==> config.mk <==
export PLATFORM = sky130hd
export DESIGN_NAME = piezo_arbiter
export DESIGN_NICKNAME = d
export VERILOG_FILES = /design/src/rtl/piezo_arbiter.sv
export SDC_FILE = /design/constraint.sdc
export NUM_CORES = 1
export LEC_CHECK = 0
export CAP_MARGIN = 30
export CELL_PAD_IN_SITES_DETAIL_PLACEMENT = 0
export CELL_PAD_IN_SITES_GLOBAL_PLACEMENT = 1
export CORE_MARGIN = 5
export CORE_UTILIZATION = 49
export CTS_CLUSTER_SIZE = 20
export DETAILED_ROUTE_END_ITERATION = 10
export DONT_BUFFER_PORTS = 1
export GPL_TIMING_DRIVEN = 0
export PLACE_DENSITY = 0.88
export SYNTH_ARGS = -nofsm -noshare
export SYNTH_HDL_FRONTEND = slang
export SYNTH_SLANG_ARGS = --single-unit
==> constraint.sdc <==
create_clock -name clk -period 3.25 [get_ports clk]
set_clock_uncertainty 0.15 [all_clocks]
set_input_delay 0.325 -clock clk [delete_from_list [all_inputs] [get_ports clk]]
set_output_delay 0.325 -clock clk [all_outputs]
set_load 0.01 [all_outputs]
==> src/rtl/piezo_arbiter.sv <==
// piezo_arbiter: shares one piezo transducer pair between three tune players
// (charge fanfare, battery-low warning, overspeed alarm).
//
// Requests are latched (chrg, batt) or sampled as a level (fast). One player
// is granted at a time by fixed priority fast > batt > chrg. The granted
// player gets a one-cycle go pulse, its drive pair is routed to the pins until
// its done pulse arrives, and then a silent gap is enforced. A watchdog forces
// release if a player never reports done.
//
// Ports:
//   clk, rst_n                 clock, asynchronous active-low reset
//   req_chrg, req_batt         one-cycle request pulses (latched)
//   req_fast                   overspeed alarm level request
//   done_chrg/batt/fast        one-cycle tune-end pulses from the players
//   pz_*/pz_n_*                player drive pairs
//   go_chrg/batt/fast          one-cycle start pulses to the players
//   piezo, piezo_n             transducer drive
//   busy                       high whenever not IDLE
//   grant                      00 none, 01 chrg, 10 batt, 11 fast
//
// Optional build macro PIEZO_PREEMPT_EN: a fast request preempts a playing
// chrg or batt tune, jumping straight to START without a gap.
module piezo_arbiter #(
  parameter int unsigned FAST_SIM    = 1,
  parameter logic [26:0] GAP_CYC     = 27'd2_500_000,
  parameter logic [26:0] TIMEOUT_CYC = 27'h400_0000
) (
  input  logic       clk,
  input  logic       rst_n,
  input  logic       req_chrg,
  input  logic       req_batt,
  input  logic       req_fast,
  input  logic       done_chrg,
  input  logic       done_batt,
  input  logic       done_fast,
  input  logic       pz_chrg,
  input  logic       pz_n_chrg,
  input  logic       pz_batt,
  input  logic       pz_n_batt,
  input  logic       pz_fast,
  input  logic       pz_n_fast,
  output logic       go_chrg,
  output logic       go_batt,
  output logic       go_fast,
  output logic       piezo,
  output logic       piezo_n,
  output logic       busy,
  output logic [1:0] grant
);

  typedef enum logic [1:0] {IDLE, START, PLAY, GAP} state_t;

  localparam logic [1:0]  G_NONE = 2'b00;
  localparam logic [1:0]  G_CHRG = 2'b01;
  localparam logic [1:0]  G_BATT = 2'b10;
  localparam logic [1:0]  G_FAST = 2'b11;
  localparam logic [26:0] T_INC  = (FAST_SIM != 0) ? 27'd16 : 27'd1;
  localparam logic [26:0] T_MAX  = '1;

  state_t      state, state_nx;
  logic [1:0]  grant_nx;
  logic [26:0] timer, timer_nx, timer_inc;
  logic        pend_chrg, pend_batt;
  logic        done_sel;
  logic        clr_chrg, clr_batt;

  // Saturating increment: the timer sticks at all-ones rather than wrapping.
  assign timer_inc = (timer > T_MAX - T_INC) ? T_MAX : timer + T_INC;

  always_comb begin
    done_sel = 1'b0;
    case (grant)
      G_CHRG:  done_sel = done_chrg;
      G_BATT:  done_sel = done_batt;
      G_FAST:  done_sel = done_fast;
      default: done_sel = 1'b0;
    endcase
  end

  assign clr_chrg = (state == START) && (grant == G_CHRG);
  assign clr_batt = (state == START) && (grant == G_BATT);

  always_comb begin
    state_nx = state;
    grant_nx = grant;
    timer_nx = timer;
    case (state)
      IDLE: begin
        timer_nx = '0;
        if (req_fast) begin
          grant_nx = G_FAST;
          state_nx = START;
        end else if (pend_batt) begin
          grant_nx = G_BATT;
          state_nx = START;
        end else if (pend_chrg) begin
          grant_nx = G_CHRG;
          state_nx = START;
        end
      end
      START: begin
        timer_nx = '0;
        state_nx = PLAY;
      end
      PLAY: begin
        timer_nx = timer_inc;
        if (done_sel || (timer >= TIMEOUT_CYC)) begin
          timer_nx = '0;
          state_nx = GAP;
        end
`ifdef PIEZO_PREEMPT_EN
        // Preemption overrides a coincident done/timeout: the old tune is
        // abandoned and the alarm starts without a gap.
        if (req_fast && (grant != G_FAST)) begin
          grant_nx = G_FAST;
          timer_nx = '0;
          state_nx = START;
        end
`endif
      end
      GAP: begin
        timer_nx = timer_inc;
        if (timer >= GAP_CYC) begin
          grant_nx = G_NONE;
          timer_nx = '0;
          state_nx = IDLE;
        end
      end
      default: begin
        grant_nx = G_NONE;
        timer_nx = '0;
        state_nx = IDLE;
      end
    endcase
  end

  always_ff @(posedge clk or negedge rst_n) begin
    if (!rst_n) begin
      state     <= IDLE;
      grant     <= G_NONE;
      timer     <= '0;
      pend_chrg <= 1'b0;
      pend_batt <= 1'b0;
    end else begin
      state     <= state_nx;
      grant     <= grant_nx;
      timer     <= timer_nx;
      // Set wins over clear so a request landing in its own START replays.
      pend_chrg <= req_chrg | (pend_chrg & ~clr_chrg);
      pend_batt <= req_batt | (pend_batt & ~clr_batt);
    end
  end

  assign go_chrg = (state == START) && (grant == G_CHRG);
  assign go_batt = (state == START) && (grant == G_BATT);
  assign go_fast = (state == START) && (grant == G_FAST);
  assign busy    = (state != IDLE);

  always_comb begin
    piezo   = 1'b0;
    piezo_n = 1'b0;
    if (state == PLAY) begin
      case (grant)
        G_CHRG: begin
          piezo   = pz_chrg;
          piezo_n = pz_n_chrg;
        end
        G_BATT: begin
          piezo   = pz_batt;
          piezo_n = pz_n_batt;
        end
        G_FAST: begin
          piezo   = pz_fast;
          piezo_n = pz_n_fast;
        end
        default: begin
          piezo   = 1'b0;
          piezo_n = 1'b0;
        end
      endcase
    end
  end

endmodule

==> metrics.md <==
| Metric | Value |
|---|---|
| Synth top area cells | dfrtp_1 41%, a21oi_2 8.8%, xnor2_1 6.2% |
| Arr. time, crit path | 2650 ps |
| Reg clk slew, reported paths | ~70 ps |
| Leakage | 0.000884 uW |
| GRT Util Overall | 0.160 |
| Worst-Skew Late Latency | approximately 290 ps |
| Fin Setup TNS | 0 ps |
| Drt via density | 5.52 |
| Rows | 23 |
| CP endpoint kind | flip-flop |
| Critical Path RT | 3250 ps |
| I/O Buffers | 0 |
| Drt wl/cell | 14.9 microns |
| ANT cells | 0 |
| Clock Sinks | 33 |
| NumNets Final | 230 |
| Status | completed |
| Post-Syn Area per Cell | 9.92 sq um |
| CP startpoint | grant[1] |
| Cell depth of the worst flop-to-flop path | 7 |
| Top cell type's share of synthesized area | 0.414 |
| First-pass GRT wire length | between 6 and 7 mm |
| Top-Level Pins | 22 |
| Worst reg-to-reg setup slack | 610 ps |
| Core ar. | 3970 sq um |
| Placer Congestion | 0.782 |
| H-tree depth | 2 |
| Share of cells above drive strength 1 | 0.223 |
| Post CTS Setup Buffer Count | 0 |
| Congestion Overflow GR | 0 |
| Number of global-route vias before repair | 1452 |
| Grt peak-use layer | met2 |
| GR Layer Usage met3 | 0.0383 |
| DIE AREA | 5440 sq um |
| Post-route ant nets | 0 |
| Post-synthesis cell count | 201 |
| Max Cap Violations | 0 |
| Number of distinct library cells after synthesis | 43 |
| Min Tclk post-route | 2640 ps |
| Synthesis warning total | 0 |
| Setup CP Type | reg2reg |
| F_max | 378 MHz |
| Cell Chain, Critical Path | clkbuf_1 > nor2b_1 > a221oi_1 > a31o_2 > nor2_1 > buf_2 > a21oi_1 |
| Clk buf depth | 2 |
| Peak VDD IR | ~0.24 mV |
| CP delay by family, top | simple AND/OR/NAND/NOR gates |
| Final Setup Violations | 0 |
| Yosys top cell by area | dfrtp_1 |
| PD cells | approximately 380 nW/um^2 |
| Routed via count | 1441 |
| Post-route clock period utilization | 0.813 |
| Crit-path max cell delay | 630 ps |
| Layout Area Growth over Synthesis | 10.5% |
| Largest net degree at the start of global routing | 34 |
| Initial Utilization | 0.502 |
| Initial antenna violation count | 0 |
| Hold path startpoint | req_chrg |
| Worst path slowest cell | nor2_1 |
| WP buf/inv | 2 |
| Die Span X | 73.8 microns |
| Initial DRT Pass Iterations | 4 |
| Seq/Total Area, Yosys | 0.414 |
| Post_cts resized | 0 |
| Met2 global-route usage | 0.274 |
| Measured slew at the worst slew-check pin | 827 ps |
| Drt initial violations | between 70 and 80 |
| Crit path launch type | flip-flop |
| RSZ-0062 raised after global routing | false |
| Hold Path Class | in2reg |
| Hold path cells | 1 |
| Seq cells post-synth | 33 |
| Die height | 73.8 microns |
| FF-to-FF End | timer[4] |
| Clock Tree Root | clkbuf_8 |
| Worst hold slack | ~0.91 ps |
| Max Fanout on Critical Path | 10 |
| Rel. slew slack | 0.447 |
| Met1 Resource Use GR | 0.201 |
| Max-slew violations | 0 |
| TritonCTS clock tree | yes |
| Worst Hold End | pend_chrg |
| CTS Buf Count | 5 |
| Final Hold Fails | 0 |
| Mapped Nets | 221 |
| Synthesized area | about 2000 sq um |
| DR DRC count | 0 |
| Total wire length | about 3.9 mm |
| R2r startpoint | grant[1] |
| Half-perimeter wire length after placement | 2.81 mm |
-- synthesized netlist by cell type --
cell type,number
dfrtp_1,33
a21oi_2,20
xnor2_1,14
inv_1,11
nand2_1,11
nor2_1,11
a21oi_1,9
nor4_1,7
xor2_1,7
ha_1,6
nand3_1,6
nor2b_1,5
nor3_1,5
buf_2,4
clkbuf_1,4
mux2_2,4
nand2b_1,4
nand4_1,4
o21ai_0,3
a22oi_1,2
a31oi_1,2
and3_1,2
and3b_1,2
buf_8,2
nand4_2,2
o21bai_1,2
o2bb2ai_1,2
or3_1,2
a211o_1,1
a211oi_1,1
a221oi_1,1
a31o_2,1
a41oi_1,1
and2_1,1
and4_2,1
and4bb_2,1
buf_6,1
mux2i_1,1
o211ai_1,1
or2_2,1
or2_4,1
or4_1,1
or4_2,1
-- layer usage --
metal / up-vias / share of wire
met5: - / 0
met4: 0 / 0.012
met3: 6 / 0.049
met2: 30 / 0.48
met1: 680 / 0.46
li1: 725 / -
-- flip-flops by register name, indices dropped and copies added (netlist names) --
register and flops:
grant 2, pend_batt 1, timer 27, state 2, pend_chrg 1
-- cell families (layout without fill, tap and decap cells) --
logic type,Yosys count,after routing,share of synthesized area
multiplexers,5,5,0.0276
AND/OR/NAND/NOR,68,68,0.196
AO/OA/AOI/OAI,46,46,0.173
flip-flops,33,33,0.414
buffers and inverters,22,32,0.0590
XOR/XNOR,21,21,0.0923
adder cells (fa/ha/maj),6,6,0.0377
-- cell usage in the layout (no fill, tap or decap), types with 5 or more instances in the layout --
cell type  synthesis  final
dfrtp_1           33     33
a21oi_2           20     20
xnor2_1           14     14
inv_1             11     11
nand2_1           11     11
nor2_1            11     11
a21oi_1            9      9
xor2_1             7      7
nor4_1             7      7
nand3_1            6      6
ha_1               6      6
clkbuf_8           0      6
clkbuf_1           4      5
nor3_1             5      5
nor2b_1            5      5
-- report_power, final --
part,internal [uW],total (uW),switching (uW)
clock,250,403,153
sequential,411,411,0
combinational,5.42,14.1,8.72
-- worst max path at each step --
stage	endpoint	slack (ps)	cells past startpoint
after floorplan	timer[10]	1010	7
after global placement	timer[4]	600	7
after detailed placement	timer[4]	580	7
after CTS	timer[4]	560	7
after global routing	timer[4]	390	7
final	timer[4]	610	7
-- metrics by stage --
stage                     instance area (sq um)  total power (uW)  instances  worst slack, ps  utilization
after floorplan                            1990               421        201             1010            -
after global placement                     2060               421        251              600        0.518
after detailed placement                   2060               421        251              578        0.518
after CTS                                  2200               833        261              558        0.555
after global routing                       2200               853        261              388        0.555
final                                      2200               827        261              606        0.555
-- layout make-up --
cell class / count / area, sq um
buffer: 11 / 76.3
clock buffer: 7 / 86.3
clock inverter: 1 / 30.0
fill: 368 / 1770
inverter: 11 / 41.3
multi-input combinational: 146 / 1050
sequential: 33 / 826
tap: 50 / 62.6
timing repair buffer: 2 / 30.0
-- repair_timing --
item	4_1_cts	5_1_grt
endpoints found under the setup margin	0	0
hold buffers	2	0
endpoints found under the hold margin	33	0
Power figures use the tool's default switching activity.
